<file path="src/rtl/cpu_run_ctrl_if.sv">
// cpu_run_ctrl_if: run-control bus between board controls/CPU and cpu_run_ctrl.
//   sw_run, btn_step : raw asynchronous switch/button levels
//   halt_req         : synchronous halt request from the CPU
//   pc, bp_addr, bp_en : breakpoint compare inputs
//   cpu_ce           : CPU clock enable, one high cycle = one instruction advance
//   ctrl_state       : HALT=00 RUN=01 STEP=10 BREAK=11
//   halted           : high in HALT or BREAK
//   ce_count         : number of cpu_ce pulses issued (wraps)
//   master drives the inputs; slave is the controller side.
interface cpu_run_ctrl_if;
   logic        sw_run;
   logic        btn_step;
   logic        halt_req;
   logic [31:0] pc;
   logic [31:0] bp_addr;
   logic        bp_en;
   logic        cpu_ce;
   logic [1:0]  ctrl_state;
   logic        halted;
   logic [31:0] ce_count;
   modport master (
      output sw_run, btn_step, halt_req, pc, bp_addr, bp_en,
      input  cpu_ce, ctrl_state, halted, ce_count
   );
   modport slave (
      input  sw_run, btn_step, halt_req, pc, bp_addr, bp_en,
      output cpu_ce, ctrl_state, halted, ce_count
   );
endinterface

</file>
<file path="src/rtl/cpu_run_ctrl.sv">
// cpu_run_ctrl: run/halt/single-step/breakpoint controller producing the CPU clock enable.
//   clk_in : single clock, rising edge
//   reset  : asynchronous active-low reset
//   bus    : cpu_run_ctrl_if.slave (switch/button/halt/breakpoint in, cpu_ce/state/count out)
//   DIV        : clk_in cycles per cpu_ce pulse in RUN (>= 1)
//   DEB_CYCLES : stable cycles needed before the debounced level follows the input
//   Optional feature macro CPU_RUN_CTRL_BREAKPOINT_EN enables the pc == bp_addr breakpoint.
module cpu_run_ctrl #(
   parameter int DIV        = 4,
   parameter int DEB_CYCLES = 16
) (
   input logic           clk_in,
   input logic           reset,
   cpu_run_ctrl_if.slave bus
);
   localparam int CW = (DIV > 1) ? $clog2(DIV) : 1;
   localparam int DW = (DEB_CYCLES > 1) ? $clog2(DEB_CYCLES) : 1;
   localparam logic [CW-1:0] CNT_MAX = CW'(DIV - 1);
   localparam logic [DW-1:0] DEB_MAX = DW'(DEB_CYCLES - 1);

   typedef enum logic [1:0] {HALT = 2'b00, RUN = 2'b01, STEP = 2'b10, BRK = 2'b11} state_t;

   // bit 0 = run switch, bit 1 = step button
   logic [1:0]         sync1_q, sync2_q, db_q;
   logic [1:0][DW-1:0] dcnt_q;
   logic               step_prev_q;
   state_t             state_q;
   logic [CW-1:0]      rate_q;
   logic [31:0]        ce_count_q;
   logic               run_db, step_pulse, bp_hit, ce;

   // Debounce counter restarts whenever the synchronized input agrees with the
   // current level, so only an unbroken run of DEB_CYCLES differing samples flips it.
   always_ff @(posedge clk_in or negedge reset)
      if (!reset) begin
         sync1_q     <= '0;
         sync2_q     <= '0;
         db_q        <= '0;
         dcnt_q      <= '0;
         step_prev_q <= 1'b0;
      end else begin
         sync1_q     <= {bus.btn_step, bus.sw_run};
         sync2_q     <= sync1_q;
         step_prev_q <= db_q[1];
         for (int i = 0; i < 2; i++)
            if (sync2_q[i] == db_q[i])
               dcnt_q[i] <= '0;
            else if (dcnt_q[i] == DEB_MAX) begin
               db_q[i]   <= sync2_q[i];
               dcnt_q[i] <= '0;
            end else
               dcnt_q[i] <= dcnt_q[i] + 1'b1;
      end

   assign run_db     = db_q[0];
   assign step_pulse = db_q[1] & ~step_prev_q;

`ifdef CPU_RUN_CTRL_BREAKPOINT_EN
   assign bp_hit = bus.bp_en && (bus.pc == bus.bp_addr) && (state_q == RUN);
`else
   logic unused_bp;
   assign unused_bp = ^{bus.pc, bus.bp_addr, bus.bp_en};
   assign bp_hit    = 1'b0;
`endif

   // A pulse due on the same cycle as a halt or breakpoint is suppressed so the
   // CPU never advances past the stopping instruction.
   assign ce = (state_q == STEP) ||
               ((state_q == RUN) && (rate_q == CNT_MAX) && !bus.halt_req && !bp_hit);

   // BREAK only leaves via STEP or HALT, so HALT->RUN is the only RUN entry and
   // the only place the rate counter needs clearing.
   always_ff @(posedge clk_in or negedge reset)
      if (!reset) begin
         state_q    <= HALT;
         rate_q     <= '0;
         ce_count_q <= '0;
      end else begin
         ce_count_q <= ce_count_q + {31'd0, ce};
         case (state_q)
            HALT:
               if (run_db) begin
                  state_q <= RUN;
                  rate_q  <= '0;
               end else if (step_pulse)
                  state_q <= STEP;
            RUN:
               if (bus.halt_req || bp_hit)
                  state_q <= BRK;
               else if (!run_db)
                  state_q <= HALT;
               else
                  rate_q <= (rate_q == CNT_MAX) ? '0 : rate_q + 1'b1;
            STEP:
               state_q <= HALT;
            default:
               if (step_pulse)
                  state_q <= STEP;
               else if (!run_db)
                  state_q <= HALT;
         endcase
      end

   assign bus.cpu_ce     = ce;
   assign bus.ctrl_state = state_q;
   assign bus.halted     = (state_q == HALT) || (state_q == BRK);
   assign bus.ce_count   = ce_count_q;
endmodule

</file>
<file path="src/flat_wrapper.sv">
// flat-port wrapper written by rule: the top's interface ports become plain ports
module cpu_run_ctrl_flat 
#(
   parameter int DIV        = 4,
   parameter int DEB_CYCLES = 16
)
  (clk_in, reset, bus_sw_run, bus_btn_step, bus_halt_req, bus_pc, bus_bp_addr, bus_bp_en, bus_cpu_ce, bus_ctrl_state, bus_halted, bus_ce_count);
  cpu_run_ctrl_if bus_i ();
  input logic clk_in;
  input logic reset;
  input wire logic [$bits(bus_i.sw_run)-1:0] bus_sw_run;
  input wire logic [$bits(bus_i.btn_step)-1:0] bus_btn_step;
  input wire logic [$bits(bus_i.halt_req)-1:0] bus_halt_req;
  input wire logic [$bits(bus_i.pc)-1:0] bus_pc;
  input wire logic [$bits(bus_i.bp_addr)-1:0] bus_bp_addr;
  input wire logic [$bits(bus_i.bp_en)-1:0] bus_bp_en;
  output wire logic [$bits(bus_i.cpu_ce)-1:0] bus_cpu_ce;
  output wire logic [$bits(bus_i.ctrl_state)-1:0] bus_ctrl_state;
  output wire logic [$bits(bus_i.halted)-1:0] bus_halted;
  output wire logic [$bits(bus_i.ce_count)-1:0] bus_ce_count;
  assign bus_i.sw_run = bus_sw_run;
  assign bus_i.btn_step = bus_btn_step;
  assign bus_i.halt_req = bus_halt_req;
  assign bus_i.pc = bus_pc;
  assign bus_i.bp_addr = bus_bp_addr;
  assign bus_i.bp_en = bus_bp_en;
  assign bus_cpu_ce = bus_i.cpu_ce;
  assign bus_ctrl_state = bus_i.ctrl_state;
  assign bus_halted = bus_i.halted;
  assign bus_ce_count = bus_i.ce_count;
  cpu_run_ctrl #(.DIV(DIV), .DEB_CYCLES(DEB_CYCLES)) u_core (.clk_in(clk_in), .reset(reset), .bus(bus_i));
endmodule
</file>
<file path="config.mk">
export PLATFORM = sky130hd
export DESIGN_NAME = cpu_run_ctrl_flat
export DESIGN_NICKNAME = d
export VERILOG_FILES = /design/src/rtl/cpu_run_ctrl_if.sv /design/src/rtl/cpu_run_ctrl.sv /design/src/flat_wrapper.sv
export SDC_FILE = /design/constraint.sdc
export NUM_CORES = 1
export LEC_CHECK = 0
export CAP_MARGIN = 20
export CORE_AREA = 2 2 96 98
export CTS_BUF_LIST = sky130_fd_sc_hd__clkbuf_8
export CTS_CLUSTER_SIZE = 16
export DETAILED_ROUTE_END_ITERATION = 10
export DIE_AREA = 0 0 98 100
export GPL_TIMING_DRIVEN = 0
export SLEW_MARGIN = 0
export SYNTH_ARGS = -nofsm -noshare
export SYNTH_HDL_FRONTEND = slang
export SYNTH_SLANG_ARGS = --single-unit
</file>
<file path="constraint.sdc">
create_clock -name clk_in -period 2.95 [get_ports clk_in]
set_clock_uncertainty 0.2 [all_clocks]
set_input_delay 0.7375 -clock clk_in [delete_from_list [all_inputs] [get_ports clk_in]]
set_output_delay 0.7375 -clock clk_in [all_outputs]
set_load 0.02 [all_outputs]
</file>
Word-level counts from Yosys, hierarchy flattened
Cells that the tools add are included.
{ "word_totals": {"ff_bits": 51, "inputBits": 70, "out_inout_bits": 36, "elab_cells": 55} }
{ "classes": {"add_sub_neg": 4, "n_eq_ne": 12, "mux": 15, "n_bitwise": 4, "reduce_logical": 10} }
{ "ops": {"columns": ["operator", "n"], "rows": [
  ["adder 32 x 1 -> 32 bit", 1],
  ["2-to-1 mux 2 bit", 9],
  ["2-to-1 mux 4 bit", 4],
  ["adder 4 x 1 -> 4 bit, second input constant", 2],
  ["equality test 4 bit, second input constant", 2],
  ["equality test 2 bit, second input constant", 3],
  ["case mux 2 bit (3 select lines)", 1],
  ["!= test 2 x 1 -> 1 bit, second input constant", 2],
  ["case mux 2 bit (2 select lines)", 1],
  ["AND reduction 2 bit", 2],
  ["AND reduction 4 bit", 1],
  ["!= test 3 x 1 -> 1 bit, second input constant", 1],
  ["inverter 1 bit", 3],
  ["adder 2 x 1 -> 2 bit, second input constant", 1],
  ["equality test 1 bit", 2],
  ["equality test 2 x 1 -> 1 bit, second input constant", 1],
  ["logical AND 1 bit", 2],
  ["logical NOT 2 bit", 1],
  ["logical OR 1 bit", 2],
  ["!= test 2 bit, second input constant", 1],
  ["nonzero test 2 bit", 1],
  ["AND 1 bit", 1],
  ["logical NOT 1 bit", 1]
]} }

Depth between registers and ports, before layout
Gate-level depths: netlist of run 1.
{ "depth": {"word_depth": 5, "depth_mapped": 10, "ltp_nobuf": 10} }

Least setup slack after synthesis of run 1
No wires, ideal clock.
{ "synth_path": {"path_type": "register -> register", "from": "reg u_core.state_q[1], in the netlist u_core.bus.ctrl_state[1]", "to": "reg u_core.ce_count_q[22], in the netlist u_core.bus.ce_count[22]", "setup_time_ns": 0.130, "arrival_ns": 2.574, "required_ns": 2.620, "path_slack_ns": 0.046, "path_stages_with_launch": 11, "path_buffers": 0, "synth_period_minus_slack_ns": 2.904, "cell_sequence": "dfrtp_1 -> inv_1 -> ha_1 -> nand2_1 -> o21bai_1 -> ha_1 -> ha_1 -> nand3_1 -> nor3_1 -> nand4_1 -> xnor2_1"} }
{ "synth_between": {"elab_chain_cells": 5, "elab_cells_between_ends": 6, "cone_classes": "add/sub (1); eq/ne (2); reduce/logical (3)"} }
{ "synth_lines": {"columns": ["element", "line", "source"], "rows": [
  ["start, declared", "cpu_run_ctrl.sv:27", "state_t state_q;"],
  ["start signal, assigned", "cpu_run_ctrl.sv:75", "state_q <= HALT;"],
  ["start signal, assigned", "cpu_run_ctrl.sv:83", "state_q <= RUN;"],
  ["start signal, assigned", "cpu_run_ctrl.sv:86", "state_q <= STEP;"],
  ["equality test 2 x 1 -> 1 bit", "cpu_run_ctrl.sv:69", "((state_q == RUN) && (rate_q == CNT_MAX) && !bus.halt_req && !bp_hit);"],
  ["logical AND 1 bit (2 in series)", "cpu_run_ctrl.sv:69", null],
  ["logical OR 1 bit (*)", "cpu_run_ctrl.sv:68", "assign ce = (state_q == STEP) ||"],
  ["named net bus_cpu_ce", "flat_wrapper.sv:17", "output wire logic [$bits(bus_i.cpu_ce)-1:0] bus_cpu_ce;"],
  ["adder 32 x 1 -> 32 bit (*)", "cpu_run_ctrl.sv:79", "ce_count_q <= ce_count_q + {31'd0, ce};"],
  ["end signal, assigned", "cpu_run_ctrl.sv:79", null],
  ["end, declared", "cpu_run_ctrl.sv:29", "logic [31:0] ce_count_q;"]
]} }
The timed path passes the listed nets; every way through them passes the cells marked *.
A chain may end at the register's enable or synchronous reset.

Worst setup path in the final report of run 1
{ "layout_path": {"from": "in bus_halt_req", "to": "out bus_cpu_ce"} }
{ "layout_between": {"elab_chain_cells": 3} }
{ "layout_lines": {"columns": ["element", "line", "source"], "rows": [
  ["start, declared", "flat_wrapper.sv:13", "input wire logic [$bits(bus_i.halt_req)-1:0] bus_halt_req;"],
  ["logical NOT 1 bit", "cpu_run_ctrl.sv:69", null],
  ["logical AND 1 bit", "cpu_run_ctrl.sv:69", null],
  ["logical OR 1 bit", "cpu_run_ctrl.sv:68", null],
  ["end, declared", "flat_wrapper.sv:17", null]
]} }
No other way between the ends.

==> results of run 1 <==
-- kinds of logic after synthesis --
kind of cell	count (synthesis)	share of synthesized area (%)
AND/OR/NAND/NOR	75	18.1
flip-flops	51	54.7
XOR/XNOR	34	12.8
AO/OA/AOI/OAI	22	6.33
buffers and inverters	12	2.31
adder cells (fa/ha/maj)	9	4.83
multiplexers	2	0.965
-- layout by cell type (no fill, tap or decap), types with 7 or more instances in the layout --
| cell type | Yosys | layout |
|---|---|---|
| nand3_1 | 15 | 14 |
| nand2_1 | 12 | 12 |
| nor2_1 | 8 | 8 |
| ha_1 | 9 | 7 |
| nand4_1 | 9 | 9 |
| clkdlybuf4s50_1 | 0 | 38 |
| dfrtp_1 | 51 | 51 |
| xor2_1 | 9 | 9 |
| xnor2_1 | 25 | 25 |
| inv_1 | 8 | 9 |
-- worst max-delay path: cells and delay by family --
family                 cells  cell delay (ns)
AO/OA/AOI/OAI              1             0.21
buffers and inverters      2             0.88
-- sequential cells by signal, summed over array words and instances (netlist names) --
name / flops
u_core.bus.ce_count: 32
u_core.bus.ctrl_state: 2
u_core.db_q: 2
u_core.dcnt_q: 8
u_core.rate_q: 2
u_core.step_prev_q: 1
u_core.sync1_q: 2
u_core.sync2_q: 2
-- cell type report --
cell class                      count  area, µm²
Fill cell                         902       5870
Sequential cell                    51       1280
Multi-Input combinational cell    142       1030
Timing Repair Buffer               41        414
Tap cell                          111        139
Clock buffer                        5       68.8
Clock inverter                      2       33.8
Inverter                            8       30.0
Buffer                              4       23.8
-- Yosys cell counts --
cell | number | area (µm²)
nand4_1 | 9 | 56.3
nor4_1 | 2 | 12.5
a22oi_1 | 1 | 7.51
nor2b_1 | 3 | 18.8
nor2_1 | 8 | 30.0
nand3_2 | 1 | 10.0
nor3b_1 | 2 | 15.0
a21oi_1 | 6 | 30.0
nand2_1 | 12 | 45.0
o21bai_1 | 1 | 7.51
clkbuf_1 | 2 | 7.51
buf_6 | 1 | 11.3
o211ai_1 | 1 | 7.51
a21o_1 | 2 | 15.0
a211o_1 | 1 | 8.76
and3_1 | 5 | 31.3
ha_1 | 9 | 113
a22o_1 | 4 | 35.0
o211a_1 | 1 | 10.0
or4_1 | 1 | 7.51
inv_1 | 8 | 30.0
nor3_1 | 7 | 35.0
nor4_2 | 1 | 12.5
o21ai_0 | 4 | 20.0
mux2_2 | 2 | 22.5
nand4b_1 | 2 | 17.5
xor2_1 | 9 | 78.8
and4_1 | 4 | 35.0
nand3_1 | 15 | 75.1
nand3b_1 | 1 | 7.51
nand2b_1 | 1 | 6.26
and3_2 | 1 | 7.51
clkbuf_2 | 1 | 5.00
a31oi_1 | 1 | 6.26
xnor2_1 | 25 | 219
dfrtp_1 | 51 | 1280
-- what timing repair did --
action,in CTS,in global routing
pin swaps,0,1
hold endpoints to repair,0,0
resized for setup,2,6
endpoints found under the setup margin,6,12
-- power by group through the flow --
stage	sequential, µW	combinational, µW	clock [µW]
3_5_place_dp	854	396	0
2_1_floorplan	896	149	0
6_report	840	393	472
3_3_place_gp	850	389	0
5_1_grt	855	431	512
4_1_cts	840	393	491
-- stage by stage --
stage | hold WS, ns | area (µm²) | power, µW | util, % | cells
after floorplan | 0.131 | 2330 | 1050 | - | 205
after global placement | 0.136 | 2870 | 1240 | 32.3 | 356
after detailed placement | 0.136 | 2890 | 1250 | 32.5 | 357
after CTS | 0.158 | 2990 | 1720 | 33.7 | 364
after global routing | 0.166 | 3020 | 1800 | 34.0 | 364
final | 0.155 | 3020 | 1700 | 34.0 | 364
-- layer usage --
layer / wire length [µm] / part of all wire, % / vias up
met5: 0 / 0 / -
met4: 51 / 1.1 / 0
met3: 155 / 3.3 / 4
met2: 2250 / 47 / 27
met1: 2290 / 48 / 851
li1: - / - / 821
-- final timing paths --
path                                                 startpoint                           endpoint  slack [ns]
hold / removal                      u_core.sync1_q[1]$_DFF_PN0_        u_core.sync2_q[1]$_DFF_PN0_        0.16
max in group asynchronous                                 reset   u_core.bus.ce_count[7]$_DFF_PN0_        1.81
min in group asynchronous                                 reset  u_core.bus.ce_count[25]$_DFF_PN0_        0.20
setup / recovery                                   bus_halt_req                         bus_cpu_ce        0.19
setup reg to reg           u_core.bus.ctrl_state[1]$_DFFE_PN0P_  u_core.bus.ce_count[31]$_DFF_PN0_        0.32
hold reg to reg                     u_core.sync1_q[1]$_DFF_PN0_        u_core.sync2_q[1]$_DFF_PN0_        0.16
==> summary.txt, run 1 <==
Setup path
  • CP cell instances: clkdlybuf4s50_1 -> o21bai_2 -> dlygate4sd2_1
  • CP Data Arrival Time: 1.82 ns
  • CP required: 2.01 ns
  • Setup crit end kind: primary output
  • Max FO, Critical Path: 6
  • CP max stage cell: clkdlybuf4s50_1
  • Critical path type: in -> out
  • Cells on worst reg2reg path: 10
  • Max incr delay on CP: 0.52 ns
  • CP Launch Type: input port

Final layout
  • Fraction of layout cells with a size suffix above 1: 8.30%
  • Ant diodes: 0
  • Synth-to-Final Area Change: 29.4%
  • Fin nets: 332

Power and ir drop
  • Worst VDD drop: 0.000430 V
  • Seq pwr share: 49.3%
  • Clk pwr share: 27.7%
  • Pwr dens: 564 nW/µm²
  • Sw frac: 29.8%
  • Comb pwr share: 23.0%
  • Static Leak: 0.00130 µW
  • Net Switching: 507 µW
  • Int Power: 1200 µW

Drt
  • DRC violations left: 0
  • Wire per inst: 13.0 µm
  • Drt first pass iters: 4
  • Total wire length: 4.75 mm
  • Final ANT Viol Nets: 0
  • Post-DR vias/cell: 4.68
  • DR vias: 1703
  • 1st-iter DRT viols: 28

Clock network
  • Clock net sink count: 51
  • Postcts setup bufs: 0
  • # hold bufs at CTS: 0
  • Num CTS Buffers: 5
  • Clock slew at reported path FFs: 0.09 ns
  • TritonCTS clock tree: done
  • H-Tree Depth: 2
  • Worst skew pair latency: 0.30 ns
  • CTS max path bufs: 2
  • CTS Root Cell: clkbuf_8

Floorplanning
  • Die area: 9800 µm²
  • Chip Height: 100 µm
  • Ports: 106
  • Die X: 98 µm
  • Initial Util: 26.2%
  • Core Region: 8890 µm²
  • Rows: 35

Place
  • Place WS: -0.436 ns
  • Post-DP HPWL: 3.51 mm
  • # port buffers: 40
  • GPL Wtd Cong: 0.710

Global route
  • Initial antenna violation count: 0
  • M2 GR Usage: 16.5%
  • Congestion Overflow GR: 0
  • GR Layer Usage met1: 14.2%
  • Largest net degree at the start of global routing: 31
  • GR Layer Usage met3: 2.65%
  • Vias in the first global route: 1700
  • First-pass GRT wire length: 8.34 mm
  • Grt peak-use layer: met2
  • Total GRT Usage: 10.4%

Synth
  • Yosys Warn Count: 0
  • Syn nets: 284
  • Seq/Total Area, Yosys: 54.7%
  • Mapped Area: 2330 µm²
  • Synth Register Bits: 51
  • Synth cell types: 36
  • Syn_area_per_cell: 11.4 µm²
  • Post-Syn Instances: 205

Timing
  • Final hold violation count: 0
  • Maximum achievable frequency: 363 MHz
  • Worst setup slack after layout: 0.192 ns
  • Final setup viols: 0
  • Final Cycle Share: 93.5%
  • Worst Max-Slew Pin Slew: 0.791 ns
  • RSZ-0062 raised after global routing: false
  • Final min period: 2.76 ns
  • Pins over their slew limit: 0
  • Fin Setup TNS: 0 ns
  • Worst slew margin relative to its limit: 46.8%

Hold path
  • Worst hold path type: reg -> reg
  • WHS Path Cells: 0

Run status
  • Status: finished clean

Run
  • Max_cap viols: 0
Note: power is estimated with default switching activity, not from simulation.
==> run 2: changes to the inputs <==
--- a/config.mk
+++ b/config.mk
@@ -6,12 +6,14 @@
 export NUM_CORES = 1
 export LEC_CHECK = 0
 export CAP_MARGIN = 20
-export CORE_AREA = 2 2 96 98
+export CORE_AREA = 8 8 102 104
 export CTS_BUF_LIST = sky130_fd_sc_hd__clkbuf_8
+export CTS_CLUSTER_DIAMETER = 30
 export CTS_CLUSTER_SIZE = 16
 export DETAILED_ROUTE_END_ITERATION = 10
-export DIE_AREA = 0 0 98 100
+export DIE_AREA = 0 0 110 112
 export GPL_TIMING_DRIVEN = 0
+export SKIP_CTS_REPAIR_TIMING = 1
 export SLEW_MARGIN = 0
 export SYNTH_ARGS = -nofsm -noshare
 export SYNTH_HDL_FRONTEND = slang
==> summary.txt, run 2 (synthesis gave the netlist of run 1 again) <==
Run status
  • Status: finished clean

Timing
  • Maximum achievable frequency: 360 MHz (-0.85%)
  • Final min period: 2.78 ns (+0.0236 ns)
  • Pins over their slew limit: 0 (unchanged)
  • Final hold violation count: 0 (unchanged)
  • Final Cycle Share: 94.3% (+0.80 points)
  • RSZ-0062 raised after global routing: false
  • Worst Max-Slew Pin Slew: 0.753 ns (-0.0377 ns)
  • Final setup viols: 0 (unchanged)
  • Worst slew margin relative to its limit: 49.3% (+2.5 points)
  • Min Hold Slack: 0.153 ns (-0.00243 ns)

Final layout
  • Ant diodes: 0 (unchanged)
  • Commonest non-fill, non-tap cell in the layout: dfrtp_1
  • Synth-to-Final Area Change: 30.3%
  • Largest register FFs: 32 (unchanged)
  • Fraction of layout cells with a size suffix above 1: 9.45% (+1.1 points)
  • Fin nets: 332 (unchanged)
  • Most frequent cells in the layout: dfrtp_1 (51), clkdlybuf4s50_1 (38), xnor2_1 (25), nand3_1 (14), nand2_1 (12)

Clock network
  • Num CTS Buffers: 5 (unchanged)
  • Clock slew at reported path FFs: 0.09 ns (about the same)
  • Worst skew pair latency: 0.30 ns (about the same)
  • CTS Root Cell: clkbuf_8
  • Clock net sink count: 51 (unchanged)
  • CTS max path bufs: 2 (unchanged)
  • H-Tree Depth: 2 (unchanged)
  • TritonCTS clock tree: done

Setup path
  • Critical path type: in -> reg
  • Worst r2r src: u_core.bus.ctrl_state[1]$_DFFE_PN0P_
  • FF-to-FF setup slack: 0.31 ns (about the same)
  • Max FO, Critical Path: 6 (unchanged)
  • Cells on worst reg2reg path: 10 (unchanged)
  • Max incr delay on CP: 0.52 ns (about the same)
  • CP max stage cell: clkdlybuf4s50_1
  • Setup crit end kind: flip-flop
  • Reg2Reg Capture Point: u_core.bus.ce_count[22]$_DFF_PN0_
  • CP required: 2.94 ns (+0.93 ns)
  • CP Launch Type: input port
  • Worst path most repeated cell: ha_2
  • CP cell instances: clkdlybuf4s50_1 -> o21bai_2 -> ha_2 -> ha_2 -> nand3_2 -> nor3_4 -> nand4_1 -> xnor2_1
  • Worst Path Buf+Inv: 1 (-1)
  • CP Data Arrival Time: 2.77 ns (+0.95 ns)
  • Worst path top cell family by delay: simple AND/OR/NAND/NOR gates

Hold path
  • Min-Delay Startpoint: u_core.sync1_q[0]$_DFF_PN0_
  • Worst hold path type: reg -> reg
  • WHS Path Cells: 0 (unchanged)
  • Worst hold endpoint: u_core.sync2_q[0]$_DFF_PN0_

Floorplanning
  • Core Region: 8890 µm² (unchanged)
  • Rows: 35 (unchanged)
  • Ports: 106 (unchanged)
  • Chip Height: 112 µm (+12%)
  • Die X: 110 µm (+12%)
  • Die area: 12300 µm² (+26%)
  • Initial Util: 26.2% (unchanged)

Drt
  • Total wire length: 4.85 mm (+2.3%)
  • Final ANT Viol Nets: 0 (unchanged)
  • DRC violations left: 0 (unchanged)
  • Drt first pass iters: 4 (unchanged)
  • 1st-iter DRT viols: 62 (+120%)
  • DR vias: 1648 (-3.2%)
  • Wire per inst: 13.3 µm (+2.0%)
  • Post-DR vias/cell: 4.52 (-3.5%)

Global route
  • Initial antenna violation count: 0 (unchanged)
  • Total GRT Usage: 8.21% (-2.2 points)
  • Largest net degree at the start of global routing: 35 (+13%)
  • Congestion Overflow GR: 0 (unchanged)
  • Vias in the first global route: 1630 (-4.1%)
  • First-pass GRT wire length: 8.15 mm (-2.3%)

Place
  • Post-DP HPWL: 3.60 mm (+2.7%)
  • GPL Wtd Cong: 0.735 (+3.6%)
  • # port buffers: 40 (unchanged)

Power and ir drop
  • Tot Pwr: 1740 µW (+2.3%)
  • Worst VDD drop: 0.000292 V (-32%)
  • Static Leak: 0.00131 µW (+1.0%)
  • Pwr dens: 573 nW/µm² (+1.6%)

Run
  • Max_cap viols: 0 (unchanged)
run 2: metrics by stage:
step / area [µm²] / std cells / setup WS, ns / setup TNS [ns] / util (%)
floorplan: 2330 / 205 / 0.0461 / 0 / -
global placement: 2870 / 356 / -0.699 / -38.97 / 32.3
detailed placement: 2890 / 357 / -0.512 / -4.25 / 32.5
CTS: 3010 / 365 / -0.184 / -0.883 / 33.8
global route: 3040 / 365 / 0.0212 / 0 / 34.2
finish: 3040 / 365 / 0.169 / 0 / 34.2
run 2: worst max-delay path by stage:
stage | start | to | slack (ns) | cells after the start
after global placement | reset | u_core.bus.ce_count[23]$_DFF_PN0_ | -0.70 | 1
final | bus_halt_req | u_core.bus.ce_count[22]$_DFF_PN0_ | 0.17 | 8
after CTS | bus_halt_req | u_core.bus.ce_count[22]$_DFF_PN0_ | -0.18 | 8
after floorplan | u_core.bus.ctrl_state[1]$_DFFE_PN0P_ | u_core.bus.ce_count[22]$_DFF_PN0_ | 0.05 | 10
after detailed placement | bus_halt_req | u_core.bus.ce_count[22]$_DFF_PN0_ | -0.51 | 8
after global routing | bus_halt_req | u_core.bus.ce_count[22]$_DFF_PN0_ | 0.02 | 8
run 2: per-layer routing:
layer / GRT usage, % / vias to the layer above / part of all wire (%)
met2: 12.2 / 27 / 47
met4: 2.97 / 0 / 1.2
li1: - / 813 / -
met1: 10.7 / 802 / 46
met5: 0 / - / 0
met3: 2.72 / 6 / 5.2
run 2: cell type report:
type / count / area [µm²]
fill: 885 / 5850
sequential: 51 / 1280
multi-input combinational: 142 / 1040
timing repair buffer: 41 / 418
tap: 111 / 139
clock buffer: 6 / 82.6
clock inverter: 2 / 35.0
inverter: 8 / 30.0
buffer: 4 / 23.8
run 2: report_power, final:
| part | total [µW] | internal, µW | switching, µW | leakage [µW] |
|---|---|---|---|---|
| Sequential | 838 | 760 | 77.8 | 0.000675 |
| Combinational | 402 | 195 | 207 | 0.000573 |
| Clock | 504 | 275 | 229 | 0.0000612 |
| Total | 1740 | 1230 | 514 | 0.00131 |
==> run 3: changes to the inputs <==
--- a/config.mk
+++ b/config.mk
@@ -6,13 +6,14 @@
 export NUM_CORES = 1
 export LEC_CHECK = 0
 export CAP_MARGIN = 20
-export CORE_AREA = 8 8 102 104
+export CORE_AREA = 8 8 83 85
 export CTS_BUF_LIST = sky130_fd_sc_hd__clkbuf_8
 export CTS_CLUSTER_DIAMETER = 30
 export CTS_CLUSTER_SIZE = 16
 export DETAILED_ROUTE_END_ITERATION = 10
-export DIE_AREA = 0 0 110 112
+export DIE_AREA = 0 0 91 93
 export GPL_TIMING_DRIVEN = 0
+export PLACE_DENSITY = 0.81
 export SKIP_CTS_REPAIR_TIMING = 1
 export SLEW_MARGIN = 0
 export SYNTH_ARGS = -nofsm -noshare
==> summary.txt, run 3 (synthesis gave the netlist of run 1 again) <==
Run status
  • Status: finished clean

Global route
  • Total GRT Usage: 12.0% (+3.7 points)
  • Vias in the first global route: 1777 (+9.0%)
  • First-pass GRT wire length: 8.21 mm (+0.77%)
  • Initial antenna violation count: 0 (unchanged)
  • Largest net degree at the start of global routing: 43 (+23%)
  • Congestion Overflow GR: 0 (unchanged)

Final layout
  • Fraction of layout cells with a size suffix above 1: 9.45% (unchanged)
  • Synth-to-Final Area Change: 28.4%
  • Largest register FFs: 32 (unchanged)
  • Ant diodes: 0 (unchanged)
  • Fin nets: 332 (unchanged)
  • Final Util: 52.8% (+19 points)
  • # fillers: 529 (-40%)
  • Most frequent cells in the layout: dfrtp_1 (51), clkdlybuf4s50_1 (38), xnor2_1 (25), nand3_1 (14), nand2_1 (12)
  • Commonest non-fill, non-tap cell in the layout: dfrtp_1

Setup path
  • Worst path top cell family by delay: simple AND/OR/NAND/NOR gates
  • Max FO, Critical Path: 6 (unchanged)
  • FF-to-FF setup slack: 0.30 ns (about the same)
  • Critical path type: in -> reg
  • Reg2Reg Capture Point: u_core.bus.ce_count[22]$_DFF_PN0_
  • Setup crit end kind: flip-flop
  • Max incr delay on CP: 0.51 ns (about the same)
  • CP Data Arrival Time: 2.76 ns (about the same)
  • Worst Path Buf+Inv: 1 (unchanged)
  • Crit path launch: bus_halt_req
  • Worst path most repeated cell: ha_2
  • Worst r2r src: u_core.bus.ctrl_state[1]$_DFFE_PN0P_
  • CP max stage cell: clkdlybuf4s50_1
  • CP required: 2.94 ns (about the same)
  • CP Launch Type: input port
  • Cells on worst reg2reg path: 10 (unchanged)
  • CP cell instances: clkdlybuf4s50_1 -> o21bai_2 -> ha_2 -> ha_2 -> nand3_2 -> nor3_4 -> nand4_1 -> xnor2_1

Timing
  • Final setup viols: 0 (unchanged)
  • RSZ-0062 raised after global routing: false
  • Final min period: 2.77 ns (-0.0136 ns)
  • Pins over their slew limit: 0 (unchanged)
  • Final hold violation count: 0 (unchanged)
  • Worst setup slack after layout: 0.182 ns (+0.0136 ns)
  • Maximum achievable frequency: 361 MHz (+0.49%)
  • Worst slew margin relative to its limit: 49.3% (about the same)
  • Fin Setup TNS: 0 ns (unchanged)
  • Worst Max-Slew Pin Slew: 0.753 ns (+0.000382 ns)
  • Final Cycle Share: 93.8% (-0.46 points)

Drt
  • DR vias: 1692 (+2.7%)
  • Total wire length: 4.80 mm (-1.2%)
  • Post-DR vias/cell: 5.14 (+14%)
  • Final ANT Viol Nets: 0 (unchanged)
  • Wire per inst: 14.6 µm (+9.6%)
  • DRC violations left: 0 (unchanged)
  • 1st-iter DRT viols: 73 (+18%)
  • Drt first pass iters: 4 (unchanged)

Clock network
  • Worst skew pair latency: 0.31 ns (about the same)
  • CTS Root Cell: clkbuf_8
  • Num CTS Buffers: 5 (unchanged)
  • TritonCTS clock tree: done
  • Clock net sink count: 51 (unchanged)
  • Clock slew at reported path FFs: 0.09 ns (about the same)
  • H-Tree Depth: 2 (unchanged)
  • CTS max path bufs: 2 (unchanged)

Hold path
  • Worst hold path type: in -> async

Place
  • GPL Wtd Cong: 0.767 (+4.4%)
  • # port buffers: 40 (unchanged)
  • Post-DP HPWL: 3.54 mm (-1.7%)
  • Place WS: -0.464 ns (+0.0481 ns)

Floorplanning
  • Chip Height: 93 µm (-17%)
  • Die X: 91 µm (-17%)
  • Core Region: 5680 µm² (-36%)
  • Ports: 106 (unchanged)
  • Die area: 8460 µm² (-31%)
  • Rows: 28 (-20%)
  • Initial Util: 41.1% (+15 points)

Power and ir drop
  • Worst VDD drop: 0.000556 V (+90%)
  • Pwr dens: 581 nW/µm² (+1.3%)
  • Static Leak: 0.00131 µW (unchanged)

Run
  • Max_cap viols: 0 (unchanged)
==> run 3: cell counts in the layout (fill, tap and decap cells not counted) <==
No cell type changed its count.
==> run 3: worst register-to-register path: cells and delay by family (launching register included) <==
kind | cells | cell delay, ns
compound gates | 1 | 0.14
xor+xnor | 1 | 0.17
fa+ha+maj | 3 | 0.77
buf+inv | 1 | 0.13
flops | 1 | 0.44
simple gates | 4 | 0.68
==> run 3: area by class of cell <==
type                    instances  area [µm²]  share of cell area (%)
clock buffers                   6        82.6                    2.76
repair buffers                 41         418                    14.0
multi-input cells             142        1040                    34.6
flip-flops and latches         51        1280                    42.6
inverters                       8        30.0                    1.00
clock inverters                 2        35.0                    1.17
well taps                      75        93.8                    3.13
plain buffers                   4        23.8                   0.794
==> run 3: per-stage QoR <==
step | area [µm²] | hold slack [ns] | std cells | total power [µW]
finish | 3000 | 0.0854 | 329 | 1740
global route | 3000 | 0.0889 | 329 | 1830
CTS | 2960 | 0.0878 | 329 | 1750
detailed placement | 2840 | 0.136 | 321 | 1250
global placement | 2830 | 0.134 | 320 | 1240
floorplan | 2330 | 0.131 | 205 | 1050
==> run 3: worst max-delay path by stage <==
stage / end / slack (ns) / cells after the start
5_1_grt: u_core.bus.ce_count[22]$_DFF_PN0_ / 0.02 / 8
2_1_floorplan: u_core.bus.ce_count[22]$_DFF_PN0_ / 0.05 / 10
6_report: u_core.bus.ce_count[22]$_DFF_PN0_ / 0.18 / 8
4_1_cts: u_core.bus.ce_count[22]$_DFF_PN0_ / -0.20 / 8
3_5_place_dp: u_core.bus.ce_count[22]$_DFF_PN0_ / -0.46 / 8
3_3_place_gp: u_core.bus.ce_count[17]$_DFF_PN0_ / -0.51 / 1
==> run 3: power by group <==
| part | total, µW | internal, µW | switching (µW) |
|---|---|---|---|
| sequential | 842 | 760 | 82.1 |
| combinational | 400 | 195 | 205 |
| clock | 497 | 274 | 223 |
==> run 3: per-layer routing <==
layer / vias to the layer above / share of wire [%] / global-route usage (%)
li1: 818 / - / -
met1: 831 / 44 / 13.9
met2: 35 / 49 / 20.0
met3: 8 / 5.2 / 3.61
met4: 0 / 1.8 / 5.46
met5: - / 0 / 0
